File: src/rtl/conv_row_sequencer.sv
// Row sequencer for a PE grid: gathers weight and image elements from ready/valid
// streams into lane buffers and broadcasts each completed row in one issue cycle.
module conv_row_sequencer #(
    parameter int DATA_W       = 16,
    parameter int GRID_COLS    = 14,
    parameter int GRID_ROWS    = 12,
    parameter int TAG_W        = 4,
    parameter int DIM_W        = 8,
    parameter int GAP_CYCLES   = 1,
    parameter int DRAIN_CYCLES = 16
) (
    input  logic                        clk,
    input  logic                        rst,
    input  logic                        start,
    input  logic                        abort,
    input  logic [TAG_W:0]              cfg_k_rows,
    input  logic [DIM_W-1:0]            cfg_k_cols,
    input  logic [DIM_W-1:0]            cfg_img_rows,
    input  logic [DIM_W-1:0]            cfg_img_cols,
    input  logic [DATA_W-1:0]           w_data,
    input  logic                        w_valid,
    output logic                        w_ready,
    input  logic [DATA_W-1:0]           x_data,
    input  logic                        x_valid,
    output logic                        x_ready,
    output logic [GRID_COLS*DATA_W-1:0] row_weight_vals,
    output logic [TAG_W-1:0]            tag_row,
    output logic                        valid_y,
    output logic [GRID_COLS*DATA_W-1:0] image_val_vec,
    output logic [GRID_COLS-1:0]        valid_x_vec,
    output logic                        busy,
    output logic                        done,
    output logic                        err,
    output logic [3:0]                  dbg_state
);

    // Handshake: an element moves on a rising edge where valid=1 and ready=1 and
    // abort=0. Ready is a registered copy of "in the matching LOAD state", so it
    // drops the cycle after a row's last element and the next element waits.

    typedef enum logic [3:0] {
        ST_IDLE    = 4'd0,
        ST_CHECK   = 4'd1,
        ST_LOAD_W  = 4'd2,
        ST_ISSUE_W = 4'd3,
        ST_GAP_W   = 4'd4,
        ST_LOAD_X  = 4'd5,
        ST_ISSUE_X = 4'd6,
        ST_GAP_X   = 4'd7,
        ST_DRAIN   = 4'd8,
        ST_DONE    = 4'd9
    } state_t;

    // The drain window is measured from the last image issue, so it includes that row's gap.
    localparam int DRAIN_REM = (DRAIN_CYCLES > GAP_CYCLES) ? DRAIN_CYCLES - GAP_CYCLES : 0;
    localparam int WAIT_MAX  = (GAP_CYCLES > DRAIN_REM) ? GAP_CYCLES : DRAIN_REM;
    localparam int WAIT_W    = $clog2(WAIT_MAX + 1);

    localparam logic [WAIT_W-1:0] GAP_LAST   = WAIT_W'(GAP_CYCLES - 1);
    localparam logic [WAIT_W-1:0] DRAIN_LAST = WAIT_W'((DRAIN_REM > 0) ? DRAIN_REM - 1 : 0);
    localparam logic [DIM_W-1:0]  COLS_MAX   = DIM_W'(GRID_COLS);
    localparam logic [TAG_W:0]    KROWS_MAX  = (TAG_W + 1)'(GRID_ROWS);
    localparam logic [DIM_W-1:0]  ONE        = DIM_W'(1);

    state_t state, state_d;

    logic [DIM_W-1:0]  row, row_d;
    logic [DIM_W-1:0]  col, col_d;
    logic [DIM_W-1:0]  row_inc;
    logic [WAIT_W-1:0] wait_cnt, wait_d;

    logic [TAG_W:0]    k_rows_q;
    logic [DIM_W-1:0]  k_cols_q;
    logic [DIM_W-1:0]  img_rows_q;
    logic [DIM_W-1:0]  img_cols_q;

    logic [GRID_COLS*DATA_W-1:0] wlanes_d;
    logic [GRID_COLS*DATA_W-1:0] xlanes_d;
    logic [GRID_COLS-1:0]        vx_mask;
    logic                        cfg_bad;
    logic                        err_d;
    logic                        w_fire;
    logic                        x_fire;

    assign row_inc   = row + ONE;
    assign w_fire    = w_valid && w_ready;
    assign x_fire    = x_valid && x_ready;
    assign dbg_state = state;

    assign cfg_bad = (k_rows_q == '0) || (k_cols_q == '0) ||
                     (img_rows_q == '0) || (img_cols_q == '0) ||
                     (k_cols_q > COLS_MAX) || (img_cols_q > COLS_MAX) ||
                     (k_rows_q > KROWS_MAX);

    always_comb begin
        vx_mask = '0;
        for (int c = 0; c < GRID_COLS; c++) begin
            vx_mask[c] = (DIM_W'(c) < img_cols_q);
        end
    end

    always_comb begin
        state_d  = state;
        row_d    = row;
        col_d    = col;
        wait_d   = wait_cnt;
        wlanes_d = row_weight_vals;
        xlanes_d = image_val_vec;
        err_d    = 1'b0;

        if (abort && (state != ST_IDLE)) begin
            state_d = ST_IDLE;
            row_d   = '0;
            col_d   = '0;
            wait_d  = '0;
        end else begin
            case (state)
                ST_IDLE: begin
                    if (start) begin
                        state_d = ST_CHECK;
                    end
                end

                ST_CHECK: begin
                    row_d = '0;
                    col_d = '0;
                    if (cfg_bad) begin
                        state_d = ST_DONE;
                        err_d   = 1'b1;
                    end else begin
                        state_d = ST_LOAD_W;
                    end
                end

                ST_LOAD_W: begin
                    if (w_fire) begin
                        // The first element of a row wipes stale lanes from earlier rows or jobs.
                        if (col == '0) begin
                            wlanes_d = '0;
                        end
                        for (int c = 0; c < GRID_COLS; c++) begin
                            if (col == DIM_W'(c)) begin
                                wlanes_d[c*DATA_W +: DATA_W] = w_data;
                            end
                        end
                        if (col == k_cols_q - ONE) begin
                            col_d   = '0;
                            state_d = ST_ISSUE_W;
                        end else begin
                            col_d = col + ONE;
                        end
                    end
                end

                ST_ISSUE_W: begin
                    wait_d  = '0;
                    state_d = ST_GAP_W;
                end

                ST_GAP_W: begin
                    if (wait_cnt == GAP_LAST) begin
                        wait_d = '0;
                        if (row_inc < DIM_W'(k_rows_q)) begin
                            row_d    = row_inc;
                            col_d    = '0;
                            wlanes_d = '0;
                            state_d  = ST_LOAD_W;
                        end else begin
                            row_d   = '0;
                            col_d   = '0;
                            state_d = ST_LOAD_X;
                        end
                    end else begin
                        wait_d = wait_cnt + WAIT_W'(1);
                    end
                end

                ST_LOAD_X: begin
                    if (x_fire) begin
                        if (col == '0) begin
                            xlanes_d = '0;
                        end
                        for (int c = 0; c < GRID_COLS; c++) begin
                            if (col == DIM_W'(c)) begin
                                xlanes_d[c*DATA_W +: DATA_W] = x_data;
                            end
                        end
                        if (col == img_cols_q - ONE) begin
                            col_d   = '0;
                            state_d = ST_ISSUE_X;
                        end else begin
                            col_d = col + ONE;
                        end
                    end
                end

                ST_ISSUE_X: begin
                    wait_d  = '0;
                    state_d = ST_GAP_X;
                end

                ST_GAP_X: begin
                    if (wait_cnt == GAP_LAST) begin
                        wait_d = '0;
                        if (row_inc < img_rows_q) begin
                            row_d    = row_inc;
                            col_d    = '0;
                            xlanes_d = '0;
                            state_d  = ST_LOAD_X;
                        end else begin
                            row_d   = '0;
                            col_d   = '0;
                            state_d = (DRAIN_REM > 0) ? ST_DRAIN : ST_DONE;
                        end
                    end else begin
                        wait_d = wait_cnt + WAIT_W'(1);
                    end
                end

                ST_DRAIN: begin
                    if (wait_cnt == DRAIN_LAST) begin
                        wait_d  = '0;
                        state_d = ST_DONE;
                    end else begin
                        wait_d = wait_cnt + WAIT_W'(1);
                    end
                end

                ST_DONE: begin
                    state_d = ST_IDLE;
                end

                default: begin
                    state_d = ST_IDLE;
                end
            endcase
        end
    end

    // Every output is a flop loaded from the next-state decode, so it lines up with the state.
    always_ff @(posedge clk or negedge rst) begin
        if (!rst) begin
            state           <= ST_IDLE;
            row             <= '0;
            col             <= '0;
            wait_cnt        <= '0;
            k_rows_q        <= '0;
            k_cols_q        <= '0;
            img_rows_q      <= '0;
            img_cols_q      <= '0;
            row_weight_vals <= '0;
            image_val_vec   <= '0;
            tag_row         <= '0;
            valid_y         <= 1'b0;
            valid_x_vec     <= '0;
            w_ready         <= 1'b0;
            x_ready         <= 1'b0;
            busy            <= 1'b0;
            done            <= 1'b0;
            err             <= 1'b0;
        end else begin
            state    <= state_d;
            row      <= row_d;
            col      <= col_d;
            wait_cnt <= wait_d;

            if ((state == ST_IDLE) && (state_d == ST_CHECK)) begin
                k_rows_q   <= cfg_k_rows;
                k_cols_q   <= cfg_k_cols;
                img_rows_q <= cfg_img_rows;
                img_cols_q <= cfg_img_cols;
            end

            row_weight_vals <= wlanes_d;
            image_val_vec   <= xlanes_d;

            if (state_d == ST_ISSUE_W) begin
                tag_row <= row_d[TAG_W-1:0];
            end

            valid_y     <= (state_d == ST_ISSUE_W);
            valid_x_vec <= (state_d == ST_ISSUE_X) ? vx_mask : '0;
            w_ready     <= (state_d == ST_LOAD_W);
            x_ready     <= (state_d == ST_LOAD_X);
            busy        <= (state_d != ST_IDLE) && (state_d != ST_DONE);
            done        <= (state_d == ST_DONE);
            err         <= err_d;
        end
    end

endmodule

File: config.mk
export PLATFORM = sky130hd
export DESIGN_NAME = conv_row_sequencer
export DESIGN_NICKNAME = d
export VERILOG_FILES = /design/src/rtl/conv_row_sequencer.sv
export SDC_FILE = /design/constraint.sdc
export NUM_CORES = 1
export LEC_CHECK = 0
export CAP_MARGIN = 20
export CORE_MARGIN = 2
export CORE_UTILIZATION = 40
export DETAILED_ROUTE_END_ITERATION = 8
export GPL_TIMING_DRIVEN = 0
export HOLD_SLACK_MARGIN = 0.02
export PLACE_DENSITY_LB_ADDON = 0.1
export SLEW_MARGIN = 20
export SYNTH_ARGS = -nofsm -noshare
export SYNTH_HDL_FRONTEND = slang
export SYNTH_SLANG_ARGS = --single-unit
File: constraint.sdc
create_clock -name clk -period 5.5 [get_ports clk]
set_clock_uncertainty 0.05 [all_clocks]
set_input_delay 0.55 -clock clk [delete_from_list [all_inputs] [get_ports clk]]
set_output_delay 0.55 -clock clk [all_outputs]
set_load 0.05 [all_outputs]
==> impl_summary.md <==
Clocking
The CTS tree is yes. Gates resized during post-CTS repair numbered 0. The master cell of the clock root buffer is sky130_fd_sc_hd__clkbuf_16. The clock net in this run drives a total of 525 sinks. The clock latency of the later-clocked register in the worst-skew pair is 0.60 ns. Buffers added to address setup during post-CTS repair amount to 0. The clock tree buffer depth is 3.

In this run the number of H-tree levels came out at 2. Clock-pin slew was measured on the worst setup and hold paths at 0.06 ns. TritonCTS created 55 clock buffers.

Worst setup path
In this run the number of cells on the critical path is 11. The worst setup path is captured at a register. The destination of the critical timing path is tag_row[1]. The slowest stage of the critical path belongs to the cell sky130_fd_sc_hd__o311ai_1.

The startpoint type of the worst setup path is a register. Tracing the worst setup path back leads to its startpoint at row[0]. The arrival time of the worst setup path is 4.77 ns. The kind of cell with the highest combined delay along the critical path is simple AND/OR/NAND/NOR gates. The buffers plus inverters on the worst setup path is 0. The number of cells on the worst reg-to-reg path is 11. The endpoint required time on the critical path is 5.93 ns. The capture point of the worst reg-to-reg path is tag_row[1].

Across all register-to-register paths, the minimum setup slack is 1.16 ns. For this run, the slowest stage of the critical path takes 0.87 ns. Walking the worst path, the cells encountered are nand3_1 -> nor2_1 -> nand3_1 -> xnor2_1 -> ha_1 -> nand4_1 -> o311ai_1 -> nor2_1 -> a311oi_1 -> nor4b_4 -> mux2_2. The reg-to-reg critical path startpoint is row[0]. In this run the worst path has a maximum fanout of 6. The critical setup path kind is reg2reg.

Die
In this run the count of I/O pins placed on the die edge is 543. The full die area is 55820 sq um. The die span in y is 236.3 um.

The initial utilization of the core area, before any placement, comes to 40.26%. The total core area is 53600 sq um. The site row count is 85. The width of the chip is 236.3 um.

Timing
The final critical-path share of the clock period is 78.98%. For this run, the top clock speed supported by timing is 0.2302 GHz. Setup violations remaining at the end of the flow were counted as 0. The smallest clock period supported by the final layout is computed as 4.344 ns. The transition at the pin with the smallest max-transition slack is 1.173 ns. Measured against its own limit, the worst slew margin works out to 21.83%. The count of final hold-check violations was 0.

Final hold analysis gives a worst-case slack of 0.4238 ns. The number of pins with negative max-slew slack in the final report is 0. Setup repair after global routing left no endpoint under its margin.

Synthesis
The largest total area in the synthesized netlist belongs to sky130_fd_sc_hd__dfrtp_1. The top cell type by area accounts for 60.88% of the synthesized area. The share of async-settable or async-resettable flops after synthesis is 100.0%.

The number of nets in the synthesized netlist is 1976. Among all flip-flop cells after synthesis, the most frequent one is sky130_fd_sc_hd__dfrtp_1. The average instance area after synthesis is 11.46 sq um. The number of flops mapped to enable cells by yosys is 0. The cell area after synthesis is 21580 sq um. The synthesized flop and latch total is 525. Sorting the synthesized cells by area gives the leading types as sky130_fd_sc_hd__dfrtp_1 (61%), sky130_fd_sc_hd__a22o_1 (8.5%), sky130_fd_sc_hd__o31ai_1 (8.5%). The yosys synthesis warning count is 0. The synthesized instance count is 1883. Sequential cells were found to cover 60.88% of the synthesized design area. The number of distinct library cell variants in the gate-level netlist after synthesis is 68.

GRT
The first-pass GRT wire length is 119600 um. For this run the aggregate overflow at the end of global routing stands at 0. The overall routing resource usage is 28.37%. The via count of the first global-routing pass came to 18150. The pin count of the biggest net entering global routing is 101.

The initial antenna violation count is 0.

Drt
The post-detailed-route via-to-cell ratio is 5.611. The detailed router's first-iteration violation count is 1284. The number of nets with antenna violations after detailed routing is 0. The pre-antenna-repair detailed-routing pass consisted of 6 iterations. The post-detailed-routing wire length is 80240 um. In the routed design, unresolved DRC markers number 0. Dividing the detail-routed wire length by the instance count gives 24.87 um. The overall via count from detail_route is 18100.

Layout
The area growth from synthesis to layout is 38.38%. The number of nets in the layout is 2581. Measured on the finished design, the core utilization comes to 55.71%. The leading cell type in the layout, fill and taps excluded is sky130_fd_sc_hd__clkdlybuf4s50_1. The fraction of final layout cells sized beyond drive strength 1 is 6.008%. The library cells used most frequently in the layout, excluding fill and tap cells, are sky130_fd_sc_hd__clkdlybuf4s50_1 (541), sky130_fd_sc_hd__dfrtp_1 (525), sky130_fd_sc_hd__nand2_1 (325).

Once layout is done, the placed cells without fillers occupy 29860 sq um. After filler insertion, the fill cell instance count of the layout stands at 4672. The number of antenna repair diodes is 0.

Placed design
In this run the cell area measured after placement is 28030 sq um. Buffers placed on the I/O ports in this run total 542. Detailed placement finished with a half-perimeter wire length of 59500 um. The routability congestion estimate is 0.8900.

Power and ir drop
The leakage power is 12.99 nW. The worst voltage drop across the vdd grid is 0.2732 mV. The power density relative to cell area is 317.6 nW/um^2.

Flow run
Max-cap violations in this run came to 0.

Status
The run finished with clean final reports.

Worst hold path
The worst hold path begins at image_val_vec[68]. The path class of the tightest hold or removal check is reg2reg.
[cell type report]
cell class	count	area [sq um]	area share (%)
Buffer	170	659.4	2.208
Timing Repair Buffer	548	5578	18.68
Tap cell	696	870.8	2.916
Multi-Input combinational cell	1159	7690	25.75
Clock inverter	18	180.2	0.6034
Inverter	29	108.9	0.3645
Sequential cell	525	13140	44.00
Clock buffer	81	1635	5.477
[through the flow]
step / setup TNS, ns / power [mW] / worst slack [ns] / cells
floorplan: 0 / 5.225 / 2.105 / 1883
global placement: -9980.96 / 5.751 / -19.08 / 3121
detailed placement: 0 / 5.791 / 1.198 / 3126
CTS: 0 / 9.541 / 1.185 / 3226
global route: 0 / 9.875 / 0.8931 / 3226
finish: 0 / 9.484 / 1.156 / 3226
[how the worst min path moves through the flow]
stage,to,cells past startpoint
3_3_place_gp,row_weight_vals[146],2
6_report,image_val_vec[68],2
4_1_cts,row_weight_vals[59],2
3_5_place_dp,row_weight_vals[59],2
5_1_grt,row_weight_vals[158],2
2_1_floorplan,busy,0
[power breakdown]
| part | internal (mW) | leakage (nW) | switching (mW) | total (mW) |
|---|---|---|---|---|
| registers | 4.02 | 7.26 | 0.174 | 4.20 |
| clock network | 2.19 | 0.908 | 1.56 | 3.75 |
| logic | 0.567 | 4.82 | 0.969 | 1.54 |
| total | 6.78 | 13.0 | 2.71 | 9.48 |
[synth_stat cells, types with 4 or more instances]
cell type / instances
sky130_fd_sc_hd__o211ai_1: 4
sky130_fd_sc_hd__nand4_1: 7
sky130_fd_sc_hd__nor3_1: 14
sky130_fd_sc_hd__xor2_1: 10
sky130_fd_sc_hd__and2_1: 11
sky130_fd_sc_hd__clkbuf_1: 154
sky130_fd_sc_hd__inv_1: 28
sky130_fd_sc_hd__nor4_1: 4
sky130_fd_sc_hd__nor4_2: 4
sky130_fd_sc_hd__xnor2_1: 17
sky130_fd_sc_hd__nor2b_1: 4
sky130_fd_sc_hd__a211o_1: 5
sky130_fd_sc_hd__o31ai_1: 243
sky130_fd_sc_hd__and3_1: 11
sky130_fd_sc_hd__nand3b_1: 4
sky130_fd_sc_hd__buf_1: 4
sky130_fd_sc_hd__or4_1: 6
sky130_fd_sc_hd__or3_1: 5
sky130_fd_sc_hd__o21ai_0: 22
sky130_fd_sc_hd__a211oi_1: 7
sky130_fd_sc_hd__ha_1: 26
sky130_fd_sc_hd__dfrtp_1: 525
sky130_fd_sc_hd__mux2_2: 32
sky130_fd_sc_hd__o21a_1: 7
sky130_fd_sc_hd__nand2b_1: 9
sky130_fd_sc_hd__buf_2: 11
sky130_fd_sc_hd__a21oi_1: 19
sky130_fd_sc_hd__o21ai_1: 24
sky130_fd_sc_hd__nor2_1: 54
sky130_fd_sc_hd__nand3_1: 14
sky130_fd_sc_hd__a21o_1: 9
sky130_fd_sc_hd__a22o_1: 209
sky130_fd_sc_hd__nand2_1: 325
[logic make-up (layout without fill, tap and decap cells)]
group | Yosys count | in the layout | share of synthesized area (%)
AO/OA/AOI/OAI | 580 | 580 | 20.84
XOR/XNOR | 28 | 28 | 1.200
adder cells (fa/ha/maj) | 27 | 27 | 1.554
buffers and inverters | 199 | 846 | 3.560
flip-flops | 525 | 525 | 60.88
multiplexers | 35 | 35 | 1.809
AND/OR/NAND/NOR | 489 | 489 | 10.15
[worst min-delay path, cell delays in order, from the launching register on]
cell	delay, ns
sky130_fd_sc_hd__dfrtp_1	0.34
sky130_fd_sc_hd__nand2_1	0.05
sky130_fd_sc_hd__o31ai_1	0.05
[state kept, by name, indices dropped and copies added, names as in the netlist]
name	cells
row_weight_vals	224
x_ready	1
valid_x_vec	14
w_ready	1
dbg_state	4
wait_cnt	4
err	1
tag_row	4
img_rows_q	8
busy	1
k_cols_q	8
valid_y	1
k_rows_q	5
img_cols_q	8
image_val_vec	224
col	8
row	8
done	1
[metal layers]
metal / GRT usage (%) / vias up / wire length (um)
li1: - / 8082 / -
met1: 37.72 / 9225 / 33690
met2: 45.81 / 663 / 37850
met3: 6.846 / 132 / 6201
met4: 9.302 / 0 / 2501
met5: 0 / - / 0
[what timing repair did]
item | 4_1_cts | 5_1_grt
hold buffers | 1 | 0
endpoints found under the hold margin | 78 | 0
setup endpoints to repair | 0 | 0
(Power assumes the default switching activity.)
